`src/rtl/umi_adder_pkg.sv`:
```
// Shared definitions for the UMI adder device and its host sequencer.
package umi_adder_pkg;

   // UMI opcodes (cmd[4:0])
   localparam logic [4:0] UMI_REQ_READ   = 5'h01;
   localparam logic [4:0] UMI_REQ_WRITE  = 5'h03;
   localparam logic [4:0] UMI_RESP_READ  = 5'h02;
   localparam logic [4:0] UMI_RESP_WRITE = 5'h04;

   // Command field positions
   localparam int unsigned UMI_OPC_LSB  = 0;
   localparam int unsigned UMI_SIZE_LSB = 5;
   localparam int unsigned UMI_LEN_LSB  = 8;
   localparam int unsigned UMI_EOM_BIT  = 22;

   // Every transfer is a single 4-byte beat
   localparam logic [2:0] UMI_SIZE_4B = 3'd2;

   // Device register offsets
   localparam logic [63:0] REG_A = 64'h00;
   localparam logic [63:0] REG_B = 64'h08;
   localparam logic [63:0] REG_C = 64'h10;

   // Host sequencer state encoding
   localparam logic [2:0] ST_IDLE   = 3'd0;
   localparam logic [2:0] ST_WR_A   = 3'd1;
   localparam logic [2:0] ST_WAIT_A = 3'd2;
   localparam logic [2:0] ST_WR_B   = 3'd3;
   localparam logic [2:0] ST_WAIT_B = 3'd4;
   localparam logic [2:0] ST_RD_C   = 3'd5;
   localparam logic [2:0] ST_WAIT_C = 3'd6;
   localparam logic [2:0] ST_DONE   = 3'd7;

   // Single-beat, end-of-message command word for the given opcode
   function automatic logic [31:0] umi_cmd(input logic [4:0] opcode);
      logic [31:0] cmd;
      cmd = '0;
      cmd[UMI_OPC_LSB +: 5]  = opcode;
      cmd[UMI_SIZE_LSB +: 3] = UMI_SIZE_4B;
      cmd[UMI_LEN_LSB +: 8]  = 8'd0;
      cmd[UMI_EOM_BIT]       = 1'b1;
      return cmd;
   endfunction

endpackage

```
`src/rtl/umi_adder_host_timer.sv`:
```
// Wait-state watchdog: counts stalled cycles and flags the last allowed one.
module umi_adder_host_timer #(
   parameter int unsigned TIMEOUT = 255
) (
   input  logic clk,
   input  logic nreset,
   input  logic clear,
   input  logic enable,
   output logic expired
);

   localparam int unsigned CNTW = $clog2(TIMEOUT + 1);

   logic [CNTW-1:0] count_q;

   // Counter restarts whenever clear is held, advances on each enabled cycle
   always_ff @(posedge clk) begin
      if (!nreset || clear) begin
         count_q <= '0;
      end else if (enable) begin
         count_q <= count_q + 1'b1;
      end
   end

   // Expired in the TIMEOUT-th stalled cycle so the wait lasts exactly TIMEOUT cycles
   always_comb begin
      expired = (count_q >= CNTW'(TIMEOUT - 1));
   end

endmodule

```
`src/rtl/umi_adder_host.sv`:
```
// Host sequencer: writes A and B to the UMI adder, reads back the sum.
module umi_adder_host
   import umi_adder_pkg::*;
#(
   parameter int unsigned   CW      = 32,
   parameter int unsigned   AW      = 64,
   parameter int unsigned   DW      = 32,
   parameter logic [AW-1:0] BASE    = '0,
   parameter logic [AW-1:0] SRCADDR = '0,
   parameter int unsigned   TIMEOUT = 255
) (
   input  logic          clk,
   input  logic          nreset,
   input  logic          op_valid,
   input  logic [DW-1:0] op_a,
   input  logic [DW-1:0] op_b,
   output logic          op_ready,
   output logic          res_valid,
   output logic [DW-1:0] res_sum,
   output logic          res_err,
   input  logic          res_ready,
   output logic          uhost_req_valid,
   output logic [CW-1:0] uhost_req_cmd,
   output logic [AW-1:0] uhost_req_dstaddr,
   output logic [AW-1:0] uhost_req_srcaddr,
   output logic [DW-1:0] uhost_req_data,
   input  logic          uhost_req_ready,
   input  logic          uhost_resp_valid,
   input  logic [CW-1:0] uhost_resp_cmd,
   input  logic [DW-1:0] uhost_resp_data,
   output logic          uhost_resp_ready
);

   logic [2:0]    state_q, state_d;
   logic [DW-1:0] a_q, a_d;
   logic [DW-1:0] b_q, b_d;
   logic [DW-1:0] sum_q, sum_d;
   logic          err_q, err_d;
   logic          in_wait;
   logic          expired;
   logic [4:0]    resp_opc;
   logic          unused_resp_cmd;

   assign resp_opc        = uhost_resp_cmd[4:0];
   assign unused_resp_cmd = ^uhost_resp_cmd[CW-1:5];
   assign in_wait         = (state_q == ST_WAIT_A) || (state_q == ST_WAIT_B) ||
                            (state_q == ST_WAIT_C);

   // Counter is held clear outside wait states, so every wait starts from zero
   umi_adder_host_timer #(
      .TIMEOUT (TIMEOUT)
   ) u_timer (
      .clk     (clk),
      .nreset  (nreset),
      .clear   (!in_wait),
      .enable  (in_wait && !uhost_resp_valid),
      .expired (expired)
   );

   // Next-state logic; a response beats a coincident timeout
   always_comb begin
      state_d = state_q;
      a_d     = a_q;
      b_d     = b_q;
      sum_d   = sum_q;
      err_d   = err_q;
      case (state_q)
         ST_IDLE: begin
            if (op_valid) begin
               a_d     = op_a;
               b_d     = op_b;
               sum_d   = '0;
               err_d   = 1'b0;
               state_d = ST_WR_A;
            end
         end
         ST_WR_A: if (uhost_req_ready) state_d = ST_WAIT_A;
         ST_WR_B: if (uhost_req_ready) state_d = ST_WAIT_B;
         ST_RD_C: if (uhost_req_ready) state_d = ST_WAIT_C;
         ST_WAIT_A: begin
            if (uhost_resp_valid) begin
               if (resp_opc != UMI_RESP_WRITE) err_d = 1'b1;
               state_d = ST_WR_B;
            end else if (expired) begin
               err_d   = 1'b1;
               state_d = ST_DONE;
            end
         end
         ST_WAIT_B: begin
            if (uhost_resp_valid) begin
               if (resp_opc != UMI_RESP_WRITE) err_d = 1'b1;
               state_d = ST_RD_C;
            end else if (expired) begin
               err_d   = 1'b1;
               state_d = ST_DONE;
            end
         end
         ST_WAIT_C: begin
            if (uhost_resp_valid) begin
               if (resp_opc != UMI_RESP_READ) err_d = 1'b1;
               sum_d   = uhost_resp_data;
               state_d = ST_DONE;
            end else if (expired) begin
               err_d   = 1'b1;
               state_d = ST_DONE;
            end
         end
         ST_DONE: if (res_ready) state_d = ST_IDLE;
         default: state_d = ST_IDLE;
      endcase
   end

   // State and datapath registers, synchronous active-low reset
   always_ff @(posedge clk) begin
      if (!nreset) begin
         state_q <= ST_IDLE;
         a_q     <= '0;
         b_q     <= '0;
         sum_q   <= '0;
         err_q   <= 1'b0;
      end else begin
         state_q <= state_d;
         a_q     <= a_d;
         b_q     <= b_d;
         sum_q   <= sum_d;
         err_q   <= err_d;
      end
   end

   // Outputs decoded from registers only; request fields hold while stalled
   always_comb begin
      op_ready          = (state_q == ST_IDLE);
      res_valid         = (state_q == ST_DONE);
      res_sum           = sum_q;
      res_err           = err_q;
      uhost_resp_ready  = in_wait;
      uhost_req_srcaddr = SRCADDR;
      uhost_req_valid   = 1'b0;
      uhost_req_cmd     = '0;
      uhost_req_dstaddr = '0;
      uhost_req_data    = '0;
      case (state_q)
         ST_WR_A: begin
            uhost_req_valid   = 1'b1;
            uhost_req_cmd     = CW'(umi_cmd(UMI_REQ_WRITE));
            uhost_req_dstaddr = BASE + AW'(REG_A);
            uhost_req_data    = a_q;
         end
         ST_WR_B: begin
            uhost_req_valid   = 1'b1;
            uhost_req_cmd     = CW'(umi_cmd(UMI_REQ_WRITE));
            uhost_req_dstaddr = BASE + AW'(REG_B);
            uhost_req_data    = b_q;
         end
         ST_RD_C: begin
            uhost_req_valid   = 1'b1;
            uhost_req_cmd     = CW'(umi_cmd(UMI_REQ_READ));
            uhost_req_dstaddr = BASE + AW'(REG_C);
         end
         default: ;
      endcase
   end

endmodule

```
`config.mk`:
```
export PLATFORM = sky130hd
export DESIGN_NAME = umi_adder_host
export DESIGN_NICKNAME = d
export VERILOG_FILES = /design/src/rtl/umi_adder_pkg.sv /design/src/rtl/umi_adder_host_timer.sv /design/src/rtl/umi_adder_host.sv
export SDC_FILE = /design/constraint.sdc
export NUM_CORES = 1
export LEC_CHECK = 0
export BUFFER_PORTS_ARGS = -buffer_cell sky130_fd_sc_hd__buf_4
export CAP_MARGIN = 15
export CORE_AREA = 3 3 139 141
export DETAILED_ROUTE_END_ITERATION = 8
export DIE_AREA = 0 0 142 144
export PLACE_DENSITY_LB_ADDON = 0.3
export REMOVE_ABC_BUFFERS = 1
export SLEW_MARGIN = 20
export SYNTH_ARGS = -nofsm -noshare
export SYNTH_HDL_FRONTEND = slang
export SYNTH_SLANG_ARGS = --single-unit
```
`constraint.sdc`:
```
create_clock -name clk -period 4.21 [get_ports clk]
set_input_delay 0.421 -clock clk [delete_from_list [all_inputs] [get_ports clk]]
set_output_delay 0.421 -clock clk [all_outputs]
set_load 0.05 [all_outputs]
```
==> out/qor.csv, run 1 <==
metric,value,unit
status,completed,
# diodes,0,
worst relative slew slack,37.2,%
multi-input logic area,2740,µm²
fin cells,1119,
first-pass GRT wire length,21400,µm
Tmin final,2.74,ns
Resize count post-CTS,0,
post-DR vias/cell,4.22,
Iter 0 DRT Violations,211,
1st-pass router iterations,4,
RSZ-0062 raised after global routing,no,
Die ar.,20400,µm²
vias in the first global route,4044,
"Avg Cell Area, Syn",7.80,µm²
routability cong.,0.736,
clock power share,32.1,%
final wirelength,14500,µm
maximum number of pins on one net before global-route repair,66,
Max-Cap Viols,0,
Main synth FF type,dfxtp_1,
Critical Path Fanout Max,18,
Yosys warning count,0,
post-route cell area,6930,µm²
Final Skew,0.00936,ns
Comb pwr share,27.8,%
Final ANT Viol Nets,0,
chip height,144,µm
I/O pin count,363,
post-synthesis register bit count,108,
Worst-Margin Slew,0.939,ns
cell area after synthesis,5740,µm²
share of cells above drive strength 1,23.6,%
fin. max-slew vios,0,
leading area contributor after synthesis,dfxtp_1,
Final Setup Violations,0,
GRT overflow,0,
CTS buffer count,9,
filler cell count,1942,
Via Count,4717,
Netlist cell types,42,
DR DRC count,0,
PortBufs,181,
sw frac,36.8,%
clock buffer depth,2,
TritonCTS Sinks,108,
Setup Crit Path Kind,register to output port,
total power,2.75,mW
Switch Pwr,1.01,mW
Max VDD drop,227,µV
ys async rst share,0,%
"Cell Area, Placed",6630,µm²
Worst-Skew Late Latency,0.34,ns
Critical Path Source Type,register,
nets@finish,1022,
# hold bufs at CTS,0,
Critical Path RT,3.79,ns
"top cells by area, synth","dfxtp_1 (38%), buf_4 (22%), nand2_1 (11%), a21oi_1 (8.5%), mux2i_1 (5.8%)",
initial antenna violation count,0,
Sequential Power Share,40.1,%
Synth top area share,37.7,%
FP Rows,49,
number of post-CTS setup repair buffers,0,
Root Driver,clkbuf_16,
Crit. End Element,output port,
Cells after DPL,1104,
power per cell area,396,nW/µm²
CTS H-tree lvls,3,
Synth Instances,736,
final hold violation count,0,
Worst Hold Class,primary input to register,
CTS tree,done,
area of the core,18100,µm²
GRT Overall Usage,13.0,%
Syn-to-layout area delta,20.7,%
Post-synth EDFFs,0,
DR WL/cell,12.9,µm
Pint,1.74,mW
fmax,365,MHz
Die X-Extent,142,µm
Leak,3.05,nW
Final HPWL DP,9850,µm
sequential share of the synthesized area,37.7,%
Worst-path clk slew,0.07,ns
Reg area,2160,µm²
starting density of the core,31.7,%
Critical Path AT,2.32,ns
fin crit share,65.1,%
-- worst max-delay path: stages (launching register included) --
cell and delay [ns]:
dfxtp_1 0.66, nand2b_1 0.73, buf_4 0.31, nor2_1 0.07, buf_4 0.19
-- metrics by stage --
step           hold slack (ns)  worst slack (ns)  utilization [%]  setup TNS (ns)
5_1_grt                  0.275              1.25             38.3               0
4_1_cts                  0.257              1.37             38.3               0
3_5_place_dp             0.444              1.54             36.6               0
2_1_floorplan            0.436            -0.791                -          -26.52
3_3_place_gp             0.440              1.57             36.6               0
6_report                 0.287              1.47             38.3               0
-- Yosys cell counts (2+ instances only) --
master and n:
inv_1 3, nand2_1 162, nor3b_1 3, buf_4 166
o21ai_0 3, a21oi_1 98, buf_1 3, ha_1 2
xor2_1 6, a31oi_1 2, nor2_1 43, and4b_1 2
clkbuf_1 15, and3_1 3, a211oi_1 2, nor3_1 2
nand3_1 38, mux2i_1 33, buf_2 19, nand3b_1 2
dfxtp_1 108
-- registers in the layout (all words and copies together) (netlist names) --
signal and flops:
a_q 32, b_q 32, res_sum 32, u_timer.count_q 8
state_q 3, res_err 1
-- cell usage in the layout, fill, tap and decap left out, types with 6 or more instances in the layout --
cell       instances
xor2_1             6
conb_1           154
clkbuf_16          9
a21oi_1           98
dfxtp_1          107
buf_4            189
nand2_1          161
nand3_1           38
nor2_1            43
mux2i_1           33
-- cell type report --
cell class / count / share of cell area (%)
Multi-Input combinational cell: 574 / 39.6
Sequential cell: 108 / 31.2
Timing Repair Buffer: 189 / 20.5
Tap cell: 229 / 4.14
Clock buffer: 12 / 3.70
Clock inverter: 3 / 0.668
Inverter: 4 / 0.235
-- cell families (layout without fill, tap and decap cells) --
group / Yosys count / count (layout) / share of synthesized area [%]
and+or+nand+nor: 266 / 266 / 19.9
buffers and inverters: 207 / 208 / 24.8
AOI/OAI and AO/OA: 112 / 112 / 10.3
DFF: 108 / 108 / 37.7
muxes: 33 / 33 / 5.75
xor gates and xnor gates: 7 / 7 / 1.07
adders and majority gates: 2 / 2 / 0.436
other: 1 / 154 / 0.0653
-- power by group through the flow --
| stage | sequential, mW | combinational, mW | clock [mW] |
|---|---|---|---|
| floorplan | 1.13 | 0.563 | 0 |
| global placement | 1.13 | 0.765 | 0 |
| detailed placement | 1.13 | 0.767 | 0 |
| CTS | 1.10 | 0.767 | 0.922 |
| global route | 1.11 | 0.818 | 0.957 |
| finish | 1.10 | 0.763 | 0.881 |
-- worst paths after layout --
kind | startpoint | cells after the start | slack, ns | end
hold / removal | res_ready | 2 | 0.29 | state_q[2]
hold reg to reg | res_sum[3] | 2 | 0.45 | res_sum[3]
setup reg to reg | state_q[2] | 5 | 1.90 | res_sum[23]
setup / recovery | state_q[2] | 4 | 1.47 | uhost_req_data[17]
-- layer usage --
layer / vias up / GRT usage (%) / routed length, µm
li1: 2380 / - / -
met1: 2154 / 16.7 / 6100
met2: 172 / 21.7 / 7270
met3: 11 / 2.78 / 902
met4: 0 / 4.80 / 209
met5: - / 0 / 0
Power figures use the tool's default switching activity.
==> inputs of run 2 (changes only) <==
- ABC_AREA: unset -> 1
- clock period: 4.21 -> 2.35 ns (I/O delays scaled with it)
==> run 2 against run 1 <==
Net effect: setup slack worse by 1.3 ns; critical path depth up 3; clock power up 60%; design area down 1.7%; synthesized cell count up 1.4%; highest routed layer unchanged.
==> out/qor.csv, run 2 <==
metric,value,unit
status,completed,
Yosys warning count,0,
leading area contributor after synthesis,dfxtp_1,
FP Rows,49,
Root Driver,clkbuf_16,
number of post-CTS setup repair buffers,0,
Worst-path clk slew,0.07,ns
Crit. End Element,output port,
fin. max-slew vios,0,
clock power share,27.9,%
setup tns final,0,ns
Synth top cells by count,"buf_4 (158), dfxtp_1 (108), a21oi_1 (102)",
Final HPWL DP,10000,µm
Pint,3.06,mW
DR WL/cell,12.2,µm
post-route cell area,6810,µm²
TritonCTS Sinks,108,
Critical Path RT,2.12,ns
routability cong.,0.779,
Max VDD drop,526,µV
vias in the first global route,4027,
Syn-to-layout area delta,21.9,%
cell area after synthesis,5590,µm²
ys async rst share,0,%
fin crit share,92.6,%
sw frac,39.5,%
first-pass GRT wire length,20400,µm
"count leader, synth",buf_4,
Final Skew,0.00885,ns
chip height,144,µm
Die X-Extent,142,µm
most frequent cells in the layout,"buf_4 (187), conb_1 (154), dfxtp_1 (108)",
GRT Overall Usage,12.3,%
Final ANT Viol Nets,0,
CTS buffer count,9,
Comb pwr share,32.1,%
final hold violation count,0,
initial antenna violation count,0,
Sequential Power Share,40.0,%
# hold bufs at CTS,0,
Hold WS,0.153,ns
Critical Path Fanout Max,32,
PortBufs,181,
# diodes,0,
share of cells above drive strength 1,23.4,%
"top cells by area, synth","dfxtp_1 (39%), buf_4 (21%), a21oi_1 (9.1%), o21ai_0 (5.8%), inv_1 (5.6%)",
DR DRC count,0,
Post-synth EDFFs,0,
Worst-Skew Late Latency,0.35,ns
sequential share of the synthesized area,38.7,%
Iter 0 DRT Violations,168,
Critical Path AT,1.94,ns
"commonest non-fill, non-tap cell in the layout",buf_4,
Synth top area share,38.7,%
post-synthesis register bit count,108,
Tmin final,2.18,ns
Resize count post-CTS,0,
nets@finish,1038,
final core utilization,37.7,%
Synth Instances,746,
area of the core,18100,µm²
Max-Cap Viols,0,
Worst-Margin Slew,1.03,ns
Leak,3.12,nW
Critical Path Source Type,register,
CTS tree,done,
maximum number of pins on one net before global-route repair,129,
Worst Hold Class,primary input to register,
Setup Crit Path Kind,register to output port,
CTS H-tree lvls,3,
post-DR vias/cell,4.17,
clock buffer depth,2,
worst relative slew slack,31.1,%
"Avg Cell Area, Syn",7.49,µm²
filler cell count,1955,
final wirelength,13800,µm
Switch Pwr,2.00,mW
Netlist cell types,27,
RSZ-0062 raised after global routing,no,
power per cell area,743,nW/µm²
Final Setup Violations,0,
GRT overflow,0,
Via Count,4736,
Die ar.,20400,µm²
fmax,459,MHz
Main synth FF type,dfxtp_1,
1st-pass router iterations,5,
starting density of the core,30.9,%
"Cell Area, Placed",6540,µm²
I/O pin count,363,
==> run 2: cell type report <==
class	instances	area, µm²	area share, %
clock buffers	10	229	3.36
clock inverters	5	38.8	0.569
inverters	87	327	4.79
multi-input cells	507	2330	34.1
flip-flops and latches	108	2160	31.7
well taps	229	287	4.21
repair buffers	189	1440	21.2
==> run 2: cells by family after synthesis <==
family	count (synthesis)	synth area share [%]
buf+inv	284	30.1
compound gates	210	19.6
simple gates	138	10.6
flops	108	38.7
xor+xnor	3	0.470
fa+ha+maj	2	0.448
other cells	1	0.0671
==> run 2: power by group through the flow <==
stage                     Combinational [mW]  Sequential [mW]  Clock [mW]
after floorplan                         1.18             2.07           0
after detailed placement                1.63             2.07           0
final                                   1.62             2.02        1.41
after CTS                               1.63             2.02        1.49
after global routing                    1.75             2.04        1.54
after global placement                  1.62             2.06           0
==> run 2: final timing paths <==
path / startpoint / end / slack, ns / cells after the start
min: op_a[24] / a_q[24] / 0.15 / 3
max: state_q[2] / uhost_req_data[13] / 0.17 / 7
min reg2reg: a_q[14] / a_q[14] / 0.45 / 2
max reg2reg: state_q[1] / res_sum[14] / 0.64 / 8
==> run 2: stage by stage <==
stage	worst slack (ns)	std cells	total power, mW
global route	0.0582	1135	5.32
floorplan	-0.749	702	3.25
CTS	0.0499	1135	5.14
finish	0.173	1135	5.06
global placement	0.431	1120	3.68
detailed placement	0.449	1120	3.69
==> run 2: critical path, stage by stage (launching register included) <==
cell     delay [ns]
dfxtp_1        0.40
inv_1          0.14
nand2_1        0.16
inv_1          0.08
nand2_1        0.06
buf_4          0.38
o22ai_1        0.15
buf_4          0.21
==> run 2: layer usage <==
layer	routed length (µm)	up-vias	track usage (%)
li1	-	2421	-
met1	5610	2095	14.6
met2	6640	212	20.4
met3	1440	8	5.32
met4	147	0	3.48
met5	0	-	0
==> inputs of run 3 (changes only) <==
- CORE_AREA: 3 3 139 141 -> 3 3 142 144
- CTS_BUF_LIST: unset -> sky130_fd_sc_hd__clkbuf_4 sky130_fd_sc_hd__clkbuf_8
- CTS_CLUSTER_DIAMETER: unset -> 40
- DIE_AREA: 0 0 142 144 -> 0 0 145 147
==> run 3 against run 2 <==
Net effect: wire length up 2.5%; count of clock-buffer cells in the layout up 1; largest power group unchanged; setup slack worse by 0.043 ns; power down 5.3%; via count up 0.15%; register-to-register slack about the same; critical endpoint is now uhost_req_data[11]; combinational power about the same; design area down 0.55%; global-route usage down 0.14 points; utilization down 1.7 points.
==> out/qor.csv, run 3 (synthesis results as in run 2) <==
metric,value,unit
PortBufs,181,
Critical Path AT,1.99,ns
Iter 0 DRT Violations,135,
Final Skew,0.0126,ns
setup tns final,0,ns
area of the core,18800,µm²
starting density of the core,29.7,%
DR DRC count,0,
Max VDD drop,472,µV
Final Setup Violations,0,
Die X-Extent,145,µm
1st-pass router iterations,4,
post-route cell area,6780,µm²
Worst-Margin Slew,0.658,ns
max incr delay on CP,0.45,ns
clock buffer depth,2,
GRT overflow,0,
fmax,450,MHz
fin. max-slew vios,0,
# hold bufs at CTS,0,
critical path's slowest cell,dfxtp_1,
fin cells,1166,
Worst-Skew Late Latency,0.38,ns
power per cell area,707,nW/µm²
Final ANT Viol Nets,0,
filler cell count,2102,
Critical Path Fanout Max,32,
TritonCTS Sinks,108,
Max-Cap Viols,0,
final core utilization,36.0,%
DR WL/cell,12.2,µm
share of cells above drive strength 1,23.8,%
vias in the first global route,4233,
# diodes,0,
Worst-path clk slew,0.11,ns
fin crit share,94.5,%
Critical Path RT,2.12,ns
Crit. End Element,output port,
worst relative slew slack,56.1,%
maximum number of pins on one net before global-route repair,129,
Critical Path Source Type,register,
nets@finish,1037,
Syn-to-layout area delta,21.3,%
Setup Crit Path Kind,register to output port,
Die ar.,21300,µm²
"commonest non-fill, non-tap cell in the layout",buf_4,
post-DR vias/cell,4.07,
routability cong.,0.746,
most frequent cells in the layout,"buf_4 (186), conb_1 (154), dfxtp_1 (108)",
Root Driver,clkbuf_8,
CTS buffer count,9,
final wirelength,14200,µm
worst path cell trace,nand2_1 -> nor2_4 -> inv_1 -> buf_4 -> o22ai_1 -> buf_4,
Cells after DPL,1150,
status,completed,
GRT Overall Usage,12.2,%
FP Rows,50,
Worst Hold Class,primary input to register,
RSZ-0062 raised after global routing,no,
Final HPWL DP,10300,µm
final hold violation count,0,
most frequent cell on the critical path,buf_4,
first-pass GRT wire length,21600,µm
Via Count,4743,
"Cell Area, Placed",6570,µm²
CTS H-tree lvls,3,
Worst R2R Setup Slack,0.63,ns
I/O pin count,363,
Tmin final,2.22,ns
Leak,3.10,nW
chip height,147,µm
initial antenna violation count,0,
CTS tree,done,
-- run 3: through the flow --
| stage | power [mW] | worst slack [ns] | hold WS, ns |
|---|---|---|---|
| floorplan | 3.25 | -0.749 | 0.355 |
| global placement | 3.70 | 0.406 | 0.439 |
| detailed placement | 3.71 | 0.401 | 0.444 |
| CTS | 4.86 | 0.0204 | 0.0764 |
| global route | 5.03 | 0.0108 | 0.0967 |
| finish | 4.79 | 0.129 | 0.108 |
-- run 3: worst max-delay path, delay by kind of cell (launching register included) --
family                 cells  cell delay, ns
AND/OR/NAND/NOR            2            0.38
buffers and inverters      3            0.54
AO/OA/AOI/OAI              1            0.20
flip-flops                 1            0.45
-- run 3: path summary, 6_finish.rpt --
| check | end | from | cells past startpoint |
|---|---|---|---|
| worst max-delay path | uhost_req_data[11] | state_q[0] | 6 |
| worst min-delay path | a_q[20] | op_a[20] | 3 |
| worst max register to register | res_sum[26] | state_q[1] | 8 |
| worst min register to register | b_q[10] | b_q[10] | 2 |
-- run 3: area by class of cell --
type	instances	area [µm²]	share of cell area, %
Multi-Input combinational cell	507	2340	34.5
Sequential cell	108	2160	31.9
Timing Repair Buffer	188	1440	21.2
Inverter	87	327	4.82
Tap cell	260	325	4.80
Clock buffer	11	145	2.14
Clock inverter	5	42.5	0.628
-- run 3: power breakdown --
part	switching (mW)	internal, mW	total [mW]
sequential	0.0437	1.98	2.02
clock	0.687	0.441	1.13
combinational	1.27	0.370	1.64
-- run 3: repair_timing --
item                                    4_1_cts  5_1_grt
endpoints found under the setup margin       32       32
setup buffers                                 0        0
resized for setup                             1        3
endpoints found under the hold margin         0        0
pin swaps                                     0        0
-- run 3: routing by layer --
metal	GRT usage [%]	share of wire (%)	vias to the layer above
li1	-	-	2425
met1	14.5	42	2106
met2	20.6	48	203
met3	4.72	9.0	9
met4	3.56	1.2	0
met5	0	0	-
